$ cat config.mk
export PLATFORM = sky130hd
export DESIGN_NAME = cvxif_add_issue_scheduler
export DESIGN_NICKNAME = d
export VERILOG_FILES = /design/src/rtl/cvxif_add_issue_scheduler.sv
export SDC_FILE = /design/constraint.sdc
export NUM_CORES = 1
export LEC_CHECK = 0
export CORE_AREA = 2 2 210 192
export CTS_CLUSTER_DIAMETER = 80
export DETAILED_ROUTE_END_ITERATION = 16
export DIE_AREA = 0 0 212 194
export PLACE_DENSITY_LB_ADDON = 0.25
export SLEW_MARGIN = 40
export SYNTH_ARGS = -nofsm -noshare
export SYNTH_HDL_FRONTEND = slang
export SYNTH_SLANG_ARGS = --single-unit
$ cat constraint.sdc
create_clock -name clk_i -period 30 [get_ports clk_i]
set_clock_uncertainty 0.15 [all_clocks]
set_input_delay 9 -clock clk_i [delete_from_list [all_inputs] [get_ports clk_i]]
set_output_delay 9 -clock clk_i [all_outputs]
set_load 0.005 [all_outputs]
$ cat src/rtl/cvxif_add_issue_scheduler.sv
// cvxif_add_issue_scheduler
//   In-order issue queue and execution sequencer for the CV-X-IF add example.
//   Accepted instructions wait in a NbEntries-deep circular queue until the
//   core commits or kills them. Committed entries then run one at a time on
//   an XLEN adder with ExecLatency cycles of latency, and their results are
//   returned on a valid/ready channel.
//
//   Ports
//     clk_i, rst_i                   clock, async active-high reset
//     issue_*                        issue request from the core
//     dec_accept_i/dec_writeback_i   decoder decision for the issued instr
//     issue_accept_o/_writeback_o    decision returned to the core
//     commit_*                       commit/kill strobe by id
//     result_*                       result channel (valid/ready)
//     busy_o                         any entry held or execution in flight
//
//   Optional: define CVXIF_SCHED_PERF_EN to add the perf_issued_o,
//   perf_killed_o and perf_resp_stall_o counters.
module cvxif_add_issue_scheduler #(
  parameter int unsigned NbEntries   = 4,
  parameter int unsigned XLEN        = 32,
  parameter int unsigned IdWidth     = 3,
  parameter int unsigned ExecLatency = 2
) (
  input  logic               clk_i,
  input  logic               rst_i,
  input  logic               issue_valid_i,
  output logic               issue_ready_o,
  input  logic [31:0]        issue_instr_i,
  input  logic [IdWidth-1:0] issue_id_i,
  input  logic [2*XLEN-1:0]  issue_rs_i,
  input  logic [1:0]         issue_rs_valid_i,
  input  logic               dec_accept_i,
  input  logic               dec_writeback_i,
  output logic               issue_accept_o,
  output logic               issue_writeback_o,
  input  logic               commit_valid_i,
  input  logic [IdWidth-1:0] commit_id_i,
  input  logic               commit_kill_i,
  output logic               result_valid_o,
  input  logic               result_ready_i,
  output logic [IdWidth-1:0] result_id_o,
  output logic [XLEN-1:0]    result_data_o,
  output logic [4:0]         result_rd_o,
  output logic               result_we_o,
  output logic               busy_o
`ifdef CVXIF_SCHED_PERF_EN
  ,
  output logic [31:0]        perf_issued_o,
  output logic [31:0]        perf_killed_o,
  output logic [31:0]        perf_resp_stall_o
`endif
);

  localparam int unsigned PW = $clog2(NbEntries);
  localparam int unsigned CW = PW + 1;
  localparam int unsigned LW = (ExecLatency > 1) ? $clog2(ExecLatency) : 1;

  typedef enum logic [2:0] {E_FREE, E_WAIT, E_READY, E_KILLED, E_EXEC} ent_e;
  typedef enum logic [1:0] {S_IDLE, S_EXEC, S_RESP} fsm_e;

  ent_e               st_q  [NbEntries];
  logic [IdWidth-1:0] id_q  [NbEntries];
  logic [XLEN-1:0]    rs1_q [NbEntries];
  logic [XLEN-1:0]    rs2_q [NbEntries];
  logic [4:0]         rd_q  [NbEntries];
  logic               we_q  [NbEntries];

  logic [PW-1:0]      head_q, tail_q;
  logic [CW-1:0]      cnt_q;
  fsm_e               fsm_q;
  logic [LW-1:0]      lat_q;

  logic               res_valid_q, res_we_q;
  logic [IdWidth-1:0] res_id_q;
  logic [XLEN-1:0]    res_data_q;
  logic [4:0]         res_rd_q;

  logic empty, full, push, pop_kill, pop_resp, pop;
  logic unused_instr;

  assign empty = (cnt_q == '0);
  assign full  = (cnt_q == CW'(NbEntries));

  // Ready is forced low while reset is asserted, even before the first edge.
  assign issue_ready_o     = !rst_i && !full && (issue_rs_valid_i == 2'b11);
  assign issue_accept_o    = issue_valid_i & dec_accept_i;
  assign issue_writeback_o = issue_valid_i & dec_writeback_i;

  assign push     = issue_valid_i && issue_ready_o && dec_accept_i;
  assign pop_kill = (fsm_q == S_IDLE) && !empty && (st_q[head_q] == E_KILLED);
  assign pop_resp = (fsm_q == S_RESP) && result_ready_i;
  assign pop      = pop_kill || pop_resp;

  assign result_valid_o = res_valid_q;
  assign result_id_o    = res_id_q;
  assign result_data_o  = res_data_q;
  assign result_rd_o    = res_rd_q;
  assign result_we_o    = res_we_q;
  assign busy_o         = !empty || (fsm_q != S_IDLE);

  assign unused_instr = ^{issue_instr_i[31:12], issue_instr_i[6:0]};

  // Later assignments win: commit updates, then enqueue (so a commit for the
  // id being enqueued lands on the new slot), then head-side FSM updates.
  always_ff @(posedge clk_i or posedge rst_i) begin
    if (rst_i) begin
      for (int i = 0; i < NbEntries; i++) begin
        st_q[i]  <= E_FREE;
        id_q[i]  <= '0;
        rs1_q[i] <= '0;
        rs2_q[i] <= '0;
        rd_q[i]  <= '0;
        we_q[i]  <= 1'b0;
      end
      head_q      <= '0;
      tail_q      <= '0;
      cnt_q       <= '0;
      fsm_q       <= S_IDLE;
      lat_q       <= '0;
      res_valid_q <= 1'b0;
      res_id_q    <= '0;
      res_data_q  <= '0;
      res_rd_q    <= '0;
      res_we_q    <= 1'b0;
    end else begin
      // Only WAIT entries match, so a late kill for an executing entry is dropped.
      if (commit_valid_i) begin
        for (int i = 0; i < NbEntries; i++) begin
          if (st_q[i] == E_WAIT && id_q[i] == commit_id_i)
            st_q[i] <= commit_kill_i ? E_KILLED : E_READY;
        end
      end

      if (push) begin
        id_q[tail_q]  <= issue_id_i;
        rs1_q[tail_q] <= issue_rs_i[XLEN-1:0];
        rs2_q[tail_q] <= issue_rs_i[2*XLEN-1:XLEN];
        rd_q[tail_q]  <= issue_instr_i[11:7];
        we_q[tail_q]  <= dec_writeback_i;
        if (commit_valid_i && commit_id_i == issue_id_i)
          st_q[tail_q] <= commit_kill_i ? E_KILLED : E_READY;
        else
          st_q[tail_q] <= E_WAIT;
        tail_q <= tail_q + 1'b1;
      end

      cnt_q <= cnt_q + CW'(push) - CW'(pop);

      if (pop) begin
        st_q[head_q] <= E_FREE;
        head_q       <= head_q + 1'b1;
      end

      case (fsm_q)
        S_IDLE: begin
          if (!empty && st_q[head_q] == E_READY) begin
            st_q[head_q] <= E_EXEC;
            lat_q        <= LW'(ExecLatency - 1);
            fsm_q        <= S_EXEC;
          end
        end
        // The EXEC state lasts ExecLatency cycles; the result register
        // loads on the last one so valid rises ExecLatency cycles after entry.
        S_EXEC: begin
          if (lat_q == '0) begin
            res_valid_q <= 1'b1;
            res_id_q    <= id_q[head_q];
            res_data_q  <= rs1_q[head_q] + rs2_q[head_q];
            res_rd_q    <= rd_q[head_q];
            res_we_q    <= we_q[head_q];
            fsm_q       <= S_RESP;
          end else begin
            lat_q <= lat_q - 1'b1;
          end
        end
        S_RESP: begin
          if (result_ready_i) begin
            res_valid_q <= 1'b0;
            fsm_q       <= S_IDLE;
          end
        end
        default: fsm_q <= S_IDLE;
      endcase
    end
  end

`ifdef CVXIF_SCHED_PERF_EN
  logic [31:0] perf_iss_q, perf_kill_q, perf_stall_q;

  always_ff @(posedge clk_i or posedge rst_i) begin
    if (rst_i) begin
      perf_iss_q   <= '0;
      perf_kill_q  <= '0;
      perf_stall_q <= '0;
    end else begin
      if (push)                                  perf_iss_q   <= perf_iss_q + 1'b1;
      if (pop_kill)                              perf_kill_q  <= perf_kill_q + 1'b1;
      if (fsm_q == S_RESP && !result_ready_i)    perf_stall_q <= perf_stall_q + 1'b1;
    end
  end

  assign perf_issued_o     = perf_iss_q;
  assign perf_killed_o     = perf_kill_q;
  assign perf_resp_stall_o = perf_stall_q;
`endif

endmodule

==> flow_metrics.env <==
export IMPL_synth_common_cells="nand2_1 (535), dfrtp_1 (356), mux2_2 (104)"
export IMPL_max_freq_ghz=0.0508
export IMPL_holdWs_ns=0.317
export IMPL_viasPerCell=5.47
export IMPL_crit_arrival_ns=10.54
export IMPL_fillCellCount=3385
export IMPL_grt_overflow=0
export IMPL_synth_top_area_frac=0.514
export IMPL_power_leakage_uw=0.00981
export IMPL_p_sw_frac=0.347
export IMPL_hold_violations=0
export IMPL_intPower_uw=1310
export IMPL_cts_hold_buf=0
export IMPL_ys_seq_elements=356
export IMPL_syn_area_mm2=0.0173
export IMPL_die_w_um=212
export IMPL_power_density_mw_per_mm2=98.2
export IMPL_drcViolationCount=0
export IMPL_combinationalPowerShare=0.369
export IMPL_maxSlewViolCount=0
export IMPL_min_period_ns=19.69
export IMPL_grt_usage=0.215
export IMPL_grt_use_met3=0.0358
export IMPL_wl_per_cell_um=19.4
export IMPL_synth_area_leader_cell="dfrtp_1"
export IMPL_post_route_period_util=0.656
export IMPL_cts_tree="built"
export IMPL_clockRootBuffer="clkbuf_16"
export IMPL_die_area_mm2=0.0411
export IMPL_required_ns=20.85
export IMPL_hold_class="flip-flop to flip-flop"
export IMPL_cp_start_kind="input port"
export IMPL_dr_pass1_iters=5
export IMPL_grt_pass1_vias=12600
export IMPL_async_flop_share=1.00
export IMPL_io_pins=158
export IMPL_use_met2=0.342
export IMPL_tns_ns=0
export IMPL_coreArea_mm2=0.0389
export IMPL_pwr_share_seq=0.394
export IMPL_clock_sinks=356
export IMPL_ant_nets=0
export IMPL_drt_iter0_markers=1003
export IMPL_num_antenna_cells=0
export IMPL_crit_path_max_fanout=6
export IMPL_critPathKind="input port to primary output"
export IMPL_synth_seq_area_share=0.514
export IMPL_irDropWorstVdd_v=0.0000454
export IMPL_worstRegToRegCells=10
export IMPL_area_delta_synth_final_pct=17.4
export IMPL_synth_edf_count=0
export IMPL_max_slew_margin_rel=0.442
export IMPL_antenna_found_initial=2
export IMPL_status="complete, no violations"
export IMPL_ys_flop_type="dfrtp_1"
export IMPL_cap_violations=0
export IMPL_worst_pin_slew_ns=0.837
export IMPL_numPortBuffers=130
export IMPL_drt_wl_total_um=43000
export IMPL_postCtsResizedCells=0
export IMPL_cp_end_kind="primary output"
export IMPL_gp_congestion=0.820
export IMPL_grt_pass1_wl_um=69700
export IMPL_htreeDepth=2
export IMPL_clk_latency_ns=0.55
export IMPL_clock_path_buffers=3
export IMPL_synth_warnings=0
export IMPL_busiest_layer="met2"
export IMPL_rows=69
export IMPL_numCtsBuffers=39
export IMPL_synthTopCellsByArea="dfrtp_1 (51%), nand2_1 (12%), mux4_2 (9.5%)"
export IMPL_grt_max_degree=110
export IMPL_syn_nets=1728
export IMPL_met1_usage=0.310
export IMPL_start_util=0.445
export IMPL_fin_nets=1818
export IMPL_postCtsSetupRepairBufs=0
export IMPL_drive_above_1_share=0.167
export IMPL_avgSynthCellArea_um2=11.0
export IMPL_synthCells=1573
export IMPL_clkSlewWorstSetupHoldPaths_ns=0.06
export IMPL_pwr_share_clk=0.237
export IMPL_hpwl_um=27300
export IMPL_dieHeight_um=194
export IMPL_setup_viol=0
export IMPL_vias=12100
export IMPL_rsz0062_at_grt="false"
export IMPL_p_sw_uw=693
export IMPL_holdPathStages=2
export IMPL_synth_most_common_cell="nand2_1"
export IMPL_synth_cell_types=71
[state kept, by name, summed over array words and instances, names as in the netlist, 4 cells and up]
signal / flops
result_data_o: 32
rs2_q: 128
st_q: 12
id_q: 12
result_rd_o: 5
we_q: 4
rd_q: 20
rs1_q: 128
[metal layers]
metal / vias to the layer above / routed length, um / share of wire
li1: 5608 / - / -
met1: 6197 / 20000 / 0.46
met2: 273 / 20200 / 0.47
met3: 54 / 2130 / 0.050
met4: 4 / 669 / 0.016
met5: - / 23 / 0.00053
[path summary, 6_finish.rpt]
kind / startpoint / to / slack (ns)
setup / recovery: rst_i / issue_ready_o / 10.31
hold / removal: rs2_q[27]$_DFFE_PP0P_ / rs2_q[27]$_DFFE_PP0P_ / 0.32
setup reg to reg: head_q[0]$_DFFE_PP0N_ / result_data_o[30]$_DFFE_PP0P_ / 25.60
hold reg to reg: rs2_q[27]$_DFFE_PP0P_ / rs2_q[27]$_DFFE_PP0P_ / 0.32
max in group asynchronous: rst_i / rs2_q[71]$_DFFE_PP0P_ / 19.47
min in group asynchronous: rst_i / cnt_q[2]$_DFF_PP0_ / 8.81
[final cells by class]
cell class | count | area [um^2] | share of cell area
clock buffers | 55 | 1140 | 0.0558
clock inverters | 10 | 123 | 0.00602
inverters | 19 | 83.8 | 0.00412
multi-input cells | 1103 | 7960 | 0.391
flip-flops and latches | 356 | 8920 | 0.438
well taps | 532 | 666 | 0.0327
repair buffers | 144 | 1470 | 0.0724
[cells in the final DEF, fill, tap and decap left out, types with 6 or more instances in the layout]
cell,instances
mux2_2,104
buf_4,7
o21ai_0,22
nand2_1,533
clkbuf_16,39
clkinv_2,6
a21o_1,19
nor2_1,29
nor3_1,17
clkdlybuf4s50_1,130
nand3_1,7
a21oi_1,37
clkbuf_1,6
xnor2_1,25
mux4_2,73
mux2_1,42
ha_1,41
o21ai_1,12
xor2_1,20
dfrtp_1,354
o21bai_1,6
clkbuf_8,10
nand4_1,20
inv_1,16
[stage by stage]
stage | area, um^2 | setup slack, ns | total power (uW) | instances | utilization
after CTS | 20300 | 10.32 | 2020 | 2219 | 0.522
after global placement | 19000 | 10.34 | 1510 | 2152 | 0.488
after floorplan | 17300 | 10.97 | 1290 | 1573 | -
after global routing | 20400 | 10.27 | 2140 | 2219 | 0.523
after detailed placement | 19100 | 10.34 | 1530 | 2154 | 0.490
final | 20400 | 10.31 | 2000 | 2219 | 0.523
[logic make-up (layout without fill, tap and decap cells)]
family / Yosys count / count (layout) / share of synthesized area
xor gates and xnor gates: 45 / 45 / 0.0227
buffers and inverters: 114 / 228 / 0.0287
muxes: 221 / 221 / 0.191
and+or+nand+nor: 640 / 640 / 0.149
AOI/OAI and AO/OA: 154 / 154 / 0.0630
adders and majority gates: 43 / 43 / 0.0319
DFF: 356 / 356 / 0.514
[power groups by stage]
stage	clock network [uW]	registers [uW]	logic [uW]
after floorplan	0	741	552
final	473	788	738
after global routing	506	813	817
after CTS	485	790	741
after detailed placement	0	797	738
after global placement	0	787	719
[critical path: stages]
cell	delay [ns]
clkdlybuf4s50_1	0.53
a211oi_2	0.41
clkdlybuf4s50_1	0.60
(Power assumes the default switching activity.)
